==> src/rtl/debug_ctrlr.sv <==
// rtl/debug_ctrlr.sv - debug command controller between a serial driver and an MCU access port
//
// Accepts one command strobe at a time from the serial driver. It can pause,
// resume or reset the MCU, report status, or perform register-file and memory
// reads and writes through the MCU access port. The reply word and error flag
// are valid whenever busy is low.
//
// Parameter:
//   ACK_TIMEOUT  number of S_ACK_WAIT cycles allowed for acc_ack (default 255)
//
// Build option:
//   DB_AUTO_PAUSE_EN  when defined, an access issued while the MCU runs pauses
//                     it first and releases it afterwards; when undefined, such
//                     an access fails with error=1
//
// Ports:
//   clk, reset                 clock, asynchronous active-low reset
//   cmd, addr, d_in, out_valid command strobe and its fields from the serial driver
//   busy, d_rd, error          command status and reply to the serial driver
//   mcu_pause, mcu_paused      halt request / halt acknowledge
//   mcu_reset                  one-cycle MCU reset pulse
//   acc_rd, acc_wr             one-cycle access strobes
//   acc_rf, acc_size           register-file select, 0=byte / 2=word
//   acc_addr, acc_wdata        access address and write data
//   acc_rdata, acc_ack         read data and completion from the access port

module debug_ctrlr #(
  parameter int ACK_TIMEOUT = 255
) (
  input  logic        clk,
  input  logic        reset,
  input  logic [3:0]  cmd,
  input  logic [31:0] addr,
  input  logic [31:0] d_in,
  input  logic        out_valid,
  output logic        busy,
  output logic [31:0] d_rd,
  output logic        error,
  output logic        mcu_pause,
  input  logic        mcu_paused,
  output logic        mcu_reset,
  output logic        acc_rd,
  output logic        acc_wr,
  output logic        acc_rf,
  output logic [1:0]  acc_size,
  output logic [31:0] acc_addr,
  output logic [31:0] acc_wdata,
  input  logic [31:0] acc_rdata,
  input  logic        acc_ack
);

  localparam logic [2:0] S_IDLE       = 3'd0;
  localparam logic [2:0] S_PAUSE_WAIT = 3'd1;
  localparam logic [2:0] S_ACCESS     = 3'd2;
  localparam logic [2:0] S_ACK_WAIT   = 3'd3;
  localparam logic [2:0] S_RESUME     = 3'd4;
  localparam logic [2:0] S_DONE       = 3'd5;

  localparam logic [3:0] CMD_PAUSE   = 4'h1;
  localparam logic [3:0] CMD_RESUME  = 4'h2;
  localparam logic [3:0] CMD_RESET   = 4'h3;
  localparam logic [3:0] CMD_STATUS  = 4'h4;
  localparam logic [3:0] CMD_REG_RD  = 4'h5;
  localparam logic [3:0] CMD_REG_WR  = 4'h6;
  localparam logic [3:0] CMD_MRD_W   = 4'hA;
  localparam logic [3:0] CMD_MRD_B   = 4'hB;
  localparam logic [3:0] CMD_MWR_W   = 4'hC;
  localparam logic [3:0] CMD_MWR_B   = 4'hD;

  localparam int TW = (ACK_TIMEOUT > 1) ? $clog2(ACK_TIMEOUT) : 1;
  localparam logic [TW-1:0] T_LAST = TW'(ACK_TIMEOUT - 1);

  logic [2:0]    state;
  logic [3:0]    cmd_q;
  logic [31:0]   addr_q;
  logic [31:0]   din_q;
  logic [TW-1:0] tcnt;
  // auto_resume: this command paused a running MCU and must release it.
  // clear_pause: a RESUME command drops mcu_pause in S_RESUME.
  logic          auto_resume;
  logic          clear_pause;

  logic is_access;
  logic is_rd;
  logic is_byte;
  logic is_reg;
  logic misaligned;

  always_comb begin
    is_access = 1'b0;
    is_rd     = 1'b0;
    is_byte   = 1'b0;
    is_reg    = 1'b0;
    case (cmd_q)
      CMD_REG_RD: begin is_access = 1'b1; is_rd = 1'b1; is_reg = 1'b1; end
      CMD_REG_WR: begin is_access = 1'b1; is_reg = 1'b1; end
      CMD_MRD_W:  begin is_access = 1'b1; is_rd = 1'b1; end
      CMD_MRD_B:  begin is_access = 1'b1; is_rd = 1'b1; is_byte = 1'b1; end
      CMD_MWR_W:  begin is_access = 1'b1; end
      CMD_MWR_B:  begin is_access = 1'b1; is_byte = 1'b1; end
      default:    begin end
    endcase
    // Register indices are not byte addresses, so alignment only applies to memory words.
    misaligned = is_access && !is_reg && !is_byte && (addr_q[1:0] != 2'b00);
  end

  // Derived from state so that an asynchronous reset drops busy at once.
  assign busy = (state != S_IDLE) && (state != S_DONE);

  always_ff @(posedge clk or negedge reset) begin
    if (!reset) begin
      state       <= S_IDLE;
      cmd_q       <= 4'h0;
      addr_q      <= 32'h0;
      din_q       <= 32'h0;
      tcnt        <= '0;
      auto_resume <= 1'b0;
      clear_pause <= 1'b0;
      d_rd        <= 32'h0;
      error       <= 1'b0;
      mcu_pause   <= 1'b0;
      mcu_reset   <= 1'b0;
      acc_rd      <= 1'b0;
      acc_wr      <= 1'b0;
      acc_rf      <= 1'b0;
      acc_size    <= 2'd0;
      acc_addr    <= 32'h0;
      acc_wdata   <= 32'h0;
    end else begin
      // Strobes and the reset pulse are single-cycle by construction.
      acc_rd    <= 1'b0;
      acc_wr    <= 1'b0;
      mcu_reset <= 1'b0;

      case (state)
        S_IDLE: begin
          if (out_valid) begin
            cmd_q       <= cmd;
            addr_q      <= addr;
            din_q       <= d_in;
            error       <= 1'b0;
            auto_resume <= 1'b0;
            clear_pause <= 1'b0;
            state       <= S_ACCESS;
          end
        end

        // Decode and dispatch; also re-entered after an automatic pause completes.
        S_ACCESS: begin
          case (cmd_q)
            CMD_PAUSE: begin
              mcu_pause <= 1'b1;
              state     <= S_PAUSE_WAIT;
            end
            CMD_RESUME: begin
              clear_pause <= 1'b1;
              d_rd        <= 32'h0;
              state       <= S_RESUME;
            end
            CMD_RESET: begin
              mcu_reset <= 1'b1;
              d_rd      <= 32'h0;
              state     <= S_RESUME;
            end
            CMD_STATUS: begin
              d_rd  <= {30'b0, mcu_pause, mcu_paused};
              state <= S_RESUME;
            end
            default: begin
              if (!is_access || misaligned) begin
                error <= 1'b1;
                d_rd  <= 32'h0;
                state <= S_RESUME;
              end else if (!mcu_paused) begin
`ifdef DB_AUTO_PAUSE_EN
                // Only release the MCU afterwards if we were the ones to pause it.
                if (!mcu_pause) auto_resume <= 1'b1;
                mcu_pause <= 1'b1;
                state     <= S_PAUSE_WAIT;
`else
                error <= 1'b1;
                d_rd  <= 32'h0;
                state <= S_RESUME;
`endif
              end else begin
                acc_rd    <= is_rd;
                acc_wr    <= !is_rd;
                acc_rf    <= is_reg;
                acc_size  <= is_byte ? 2'd0 : 2'd2;
                acc_addr  <= is_reg ? {27'b0, addr_q[4:0]} : addr_q;
                acc_wdata <= din_q;
                tcnt      <= '0;
                state     <= S_ACK_WAIT;
              end
            end
          endcase
        end

        S_PAUSE_WAIT: begin
          if (mcu_paused) begin
            if (cmd_q == CMD_PAUSE) begin
              d_rd  <= 32'h1;
              state <= S_DONE;
            end else begin
              state <= S_ACCESS;
            end
          end
        end

        // mcu_paused is deliberately not watched here: an issued access runs to completion.
        S_ACK_WAIT: begin
          if (acc_ack) begin
            if (!is_rd)       d_rd <= din_q;
            else if (is_byte) d_rd <= {24'b0, acc_rdata[7:0]};
            else              d_rd <= acc_rdata;
            state <= auto_resume ? S_RESUME : S_DONE;
          end else if (tcnt == T_LAST) begin
            error <= 1'b1;
            d_rd  <= 32'h0;
            state <= auto_resume ? S_RESUME : S_DONE;
          end else begin
            tcnt <= tcnt + 1'b1;
          end
        end

        S_RESUME: begin
          if (clear_pause || auto_resume) mcu_pause <= 1'b0;
          state <= S_DONE;
        end

        S_DONE: begin
          state <= S_IDLE;
        end

        default: begin
          state <= S_IDLE;
        end
      endcase
    end
  end

endmodule

==> config.mk <==
export PLATFORM = sky130hd
export DESIGN_NAME = debug_ctrlr
export DESIGN_NICKNAME = d
export VERILOG_FILES = /design/src/rtl/debug_ctrlr.sv
export SDC_FILE = /design/constraint.sdc
export NUM_CORES = 1
export LEC_CHECK = 0
export ABC_CLOCK_PERIOD_IN_PS = 4600
export CORE_AREA = 5 5 126 128
export DETAILED_ROUTE_END_ITERATION = 6
export DIE_AREA = 0 0 131 133
export GPL_TIMING_DRIVEN = 0
export PLACE_DENSITY = 0.82
export SLEW_MARGIN = 20
export SYNTH_ARGS = -nofsm -noshare
export SYNTH_HDL_FRONTEND = slang
export SYNTH_SLANG_ARGS = --single-unit
==> constraint.sdc <==
create_clock -name clk -period 4.6 [get_ports clk]
set_input_delay 1.15 -clock clk [delete_from_list [all_inputs] [get_ports clk]]
set_output_delay 1.15 -clock clk [all_outputs]
set_load 0.02 [all_outputs]
# Yosys cells after proc, flatten, opt, wreduce, memory -nomap -nowiden
# Index checks and enable logic that the tools add are counted.
# Widths: inputs -> output; s select.
[op_classes] addsub=1 n_eq_ne=32 muxes=53 bitwise=2 reduce_logical=32
[op_table] op="$mux 32" n=9
[op_table] op="$pmux 32 s3" n=2
[op_table] op="$mux 8" n=5
[op_table] op="$ne 2x2->1 const B" n=13
[op_table] op="$mux 1" n=23
[op_table] op="$mux 3" n=7
[op_table] op="$reduce_and 6->1" n=3
[op_table] op="$eq 4x4->1 const B" n=4
[op_table] op="$pmux 8 s2" n=1
[op_table] op="$pmux 3 s5" n=1
[op_table] op="$eq 4x3->1 const B" n=3
[op_table] op="$ne 3x3->1 const B" n=3
[op_table] op="$reduce_and 3->1" n=3
[op_table] op="$reduce_bool 3->1" n=3
[op_table] op="$add 8x1->8 const B" n=1
[op_table] op="$eq 4x2->1 const B" n=2
[op_table] op="$eq 8x8->1 const B" n=1
[op_table] op="$reduce_bool 2->1" n=4
[op_table] op="$eq 3x2->1 const B" n=2
[op_table] op="$pmux 3 s2" n=1
[op_table] op="$reduce_or 2->1" n=3
[op_table] op="$reduce_or 3->1" n=2
[op_table] op="$reduce_or 6->1" n=1
[op_table] op="$ne 5x5->1 const B" n=1
[op_table] op="14 further kinds" n=22
[totals] register_bits=184 in_bits=105 output_inout_bits=105 elab_cells=136

# Longest topological paths before layout
[logic_depth] depth_word=11 depth_mapped=9

# Worst setup path before layout
# OpenSTA, ideal clock, no wires.
[synth_timing] kind="input to register" start="in out_valid" end="reg addr_q[0]" setup_ns=0.125 arrival_ns=2.275 path_slack_ns=2.200 cell_stages=4 n_path_buf=2 path_cell_list="and3_1 > clkbuf_1 > clkbuf_1 > mux2_2"
[synth_via] elab_chain_len=1
[synth_rtl] element="start, declared" line="35" source="input logic out_valid,"
[synth_rtl] element="$reduce_and 2->1 (no line)"
[synth_rtl] element="end signal, assigned" line="139" source="addr_q <= addr;"
[synth_rtl] element="end, declared" line="75" source="logic [31:0] addr_q;"
# No other way between the ends.
# A chain may end at the register's enable or synchronous reset.

# Worst setup path in the final report
[layout_timing] start="reg state[0]" end="out busy"
[layout_via] elab_chain_len=2
[layout_rtl] element="start, declared" line="73" source="logic [2:0] state;"
[layout_rtl] element="start signal, assigned" line="216" source="state <= auto_resume ? S_RESUME : S_DONE;"
[layout_rtl] element="start signal, assigned" line="220" source="state <= auto_resume ? S_RESUME : S_DONE;"
[layout_rtl] element="$ne 3x3->1 / $reduce_bool 3->1 (equally long branches)" line="108" source="assign busy = (state != S_IDLE) && (state != S_DONE);"
[layout_rtl] element="$logic_and 1x1->1 *" line="108"
[layout_rtl] element="end, declared" line="36" source="output logic busy,"
# Every way passes the cells marked *; elsewhere a longest branch is shown, timed or not.

==> run_results.csv <==
group,metric,value,unit
status,run_status,"complete, no violations",
clock_tree,cts_resized,0,
power_and_ir_drop,p_int,4560,µW
yosys,async_flop_share,1.00,
hold_path,holdCritPathClass,"register to register",
critical_path,slowest_delay,0.62,ns
critical_path,path_cells,"buf_2 > nor2b_1 > or3_1 > clkdlybuf4s50_1",
clock_tree,numCtsBuffers,17,
clock_tree,cts_hold_buf,0,
critical_path,rr_worst_depth,6,
power_and_ir_drop,p_sw,2710,µW
yosys,ys_seq_elements,183,
critical_path,critical_path_class,"register to output pin",
floorplanning,pin_count,210,
route,drc_errors,0,
sta,holdWs,0.479,ns
floorplanning,die_h,133,µm
route,detail-route-antenna-nets,0,
final_layout,antenna_cells,0,
clock_tree,cts_tree,"done",
sta,worstMarginPinSlew,0.811,ns
yosys,yosys.area.top_type,"dfrtp_1",
power_and_ir_drop,power_frac_comb,0.420,
clock_tree,clockBufferDepth,2,
final_layout,finalNonFillerCells,1051,
critical_path,crit_required,3.45,ns
clock_tree,clkTransAtPathRegs,0.07,ns
sta,rsz0062_at_grt,"no",
power_and_ir_drop,irDropWorstVdd,0.357,mV
yosys,synth_nets,728,
clock_tree,h-tree-depth,4,
sta,relSlewSlack,0.459,
power_and_ir_drop,powerDensity,698,nW/µm²
yosys,yosysTopAreaCellShare,0.616,
yosys,yosysWarnings,0,
critical_path,cp-start-kind,"register",
route,wl_per_cell,20.2,µm
critical_path,r2r_slack,1.80,ns
critical_path,cpMaxStageDelayCell,"clkdlybuf4s50_1",
power_and_ir_drop,p_seq_frac,0.379,
route,drt_iter0_markers,374,
yosys,ys_seq_area_frac,0.616,
clock_tree,cts-root-buf,"clkbuf_16",
sta,clock_skew,0.00908,ns
sta,maxSlewViolCount,0,
grt,grt_pass1_vias,6315,
critical_path,cp.arrival,2.15,ns
final_layout,final_common_cell,"clkdlybuf4s50_1",
place,gp_congestion,0.847,
critical_path,cp-startpoint,"state[0]",
power_and_ir_drop,p_leak,0.00458,µW
clock_tree,clkLatencyLatePin,0.44,ns
place,dp.cells,1019,
yosys,netlist_instances,621,
grt,track_usage,0.247,
yosys,synth-edff-count,0,
sta,fmax,0.303,GHz
critical_path,timing.rr.end,"din_q[29]",
sta,setup_viol,0,
critical_path,crit_end,"busy",
route,wirelength,21.2,mm
critical_path,end_kind,"output pin",
route,via_per_inst,5.65,
critical_path,r2r-start,"state[2]",
place,numPortBuffers,208,
floorplanning,core_area,14800,µm²
route,first_pass_iters,7,
floorplanning,rows,45,
yosys,syn_avg_cell_area,12.0,µm²
yosys,syn_area,7440,µm²
grt,gr-total-overflow,0,
floorplanning,dieArea,17400,µm²
final_layout,drive_above_1_share,0.138,
place,dp.final_hpwl,15.6,mm
clock_tree,cts.sinks,183,
power_and_ir_drop,clockPowerShare,0.201,
final_layout,syn_to_final_growth,40.0,%
grt,grt_antenna_before_repair,0,
clock_tree,postCtsSetupRepairBufs,0,
final_layout,final_area,10400,µm²
route,vias,5933,
sta,period_share,0.717,
critical_path,cp_max_fo,10,
place,place_area,9820,µm²
sta,period_minus_slack,3.30,ns
grt,grt_max_degree,79,
final_layout,final_cell_mix,"207 x clkdlybuf4s50_1, 183 x dfrtp_1, 125 x nand2_1",
flow_run,cap_viol_max_count,0,
critical_path,crit_cells,4,
power_and_ir_drop,sw_frac_of_total,0.372,
final_layout,nNetsFinal,957,
yosys,ys_top_cells_by_area,"dfrtp_1 62%, mux2_2 10%, nand2_1 6.3%",
sta,hold_viol,0,
floorplanning,start_util,0.504,
floorplanning,dieWidth,131,µm
yosys,yosysUniqueCellTypes,47,
critical_path,cp_top_family,"buffers and inverters",
grt,grt_pass1_wl,33.3,mm
critical_path,worstPathBufferInverterCount,2,
yosys,ys.flop_type,"dfrtp_1",
-- layer usage --
layer	track usage	wire (µm)
met5	0	0
met2	0.392	10300
met4	0.113	849
met1	0.310	8280
met3	0.0739	1770
-- registers in the layout, indices dropped and copies added, names as in the netlist, 3 cells and up --
| name | flops |
|---|---|
| acc_addr | 32 |
| tcnt | 8 |
| din_q | 32 |
| acc_wdata | 32 |
| cmd_q | 4 |
| addr_q | 32 |
| d_rd | 32 |
| state | 3 |
-- cells in the mapped netlist (all sizes together), types with 8 or more instances --
master,number
buf,15
o21ai,14
o2bb2ai,30
a22oi,25
mux2,67
dfrtp,183
nor2,16
a22o,28
clkbuf,27
nand3,8
nand2,125
a21oi,18
-- worst reg2reg max path, stage by stage, from the launching register on --
cell and delay, ns:
dfrtp_1 0.38, clkbuf_1 0.21, nor2_1 0.26, and3_1 0.19, clkbuf_1 0.61, clkbuf_1 0.60, mux2_2 0.43
-- per-stage QoR --
stage	util	TNS, ns	total power, µW	worst slack (ns)
global route	0.706	0	7650	1.20
finish	0.706	0	7260	1.30
CTS	0.706	0	7290	1.32
global placement	0.661	-862.53	5660	-4.73
detailed placement	0.665	0	5810	1.07
floorplan	-	0	4440	2.20
-- how the worst min path moves through the flow --
stage                        from            end  slack, ns  cells after the start
CTS                 acc_wdata[26]  acc_wdata[26]       0.48                      2
finish              acc_wdata[26]  acc_wdata[26]       0.48                      2
detailed placement  acc_wdata[26]  acc_wdata[26]       0.46                      2
global placement        addr_q[2]    acc_addr[2]       0.45                      2
global route            addr_q[2]    acc_addr[2]       0.51                      2
floorplan               addr_q[2]    acc_addr[2]       0.43                      2
-- power by group through the flow --
stage | Sequential (µW) | Clock [µW] | Combinational, µW
after floorplan | 3080 | 0 | 1360
after global placement | 2720 | 0 | 2930
after detailed placement | 2760 | 0 | 3050
after CTS | 2740 | 1480 | 3070
after global routing | 2830 | 1540 | 3270
final | 2760 | 1460 | 3050
-- cells by family after synthesis --
logic type                 synth area share
muxes                                 0.111
adders and majority gates           0.00336
other                              0.000504
buffers and inverters                0.0273
AOI/OAI and AO/OA                     0.139
DFF                                   0.616
xor gates and xnor gates            0.00353
and+or+nand+nor                      0.0998
-- cell type report --
| cell class | instances | area, µm² |
|---|---|---|
| Tap cell | 188 | 235 |
| Buffer | 42 | 176 |
| Inverter | 7 | 26.3 |
| Timing Repair Buffer | 210 | 2140 |
| Multi-Input combinational cell | 389 | 2660 |
| Sequential cell | 183 | 4580 |
| Clock buffer | 18 | 439 |
| Clock inverter | 14 | 160 |
| Fill cell | 1036 | 4340 |
Power figures use the tool's default switching activity.
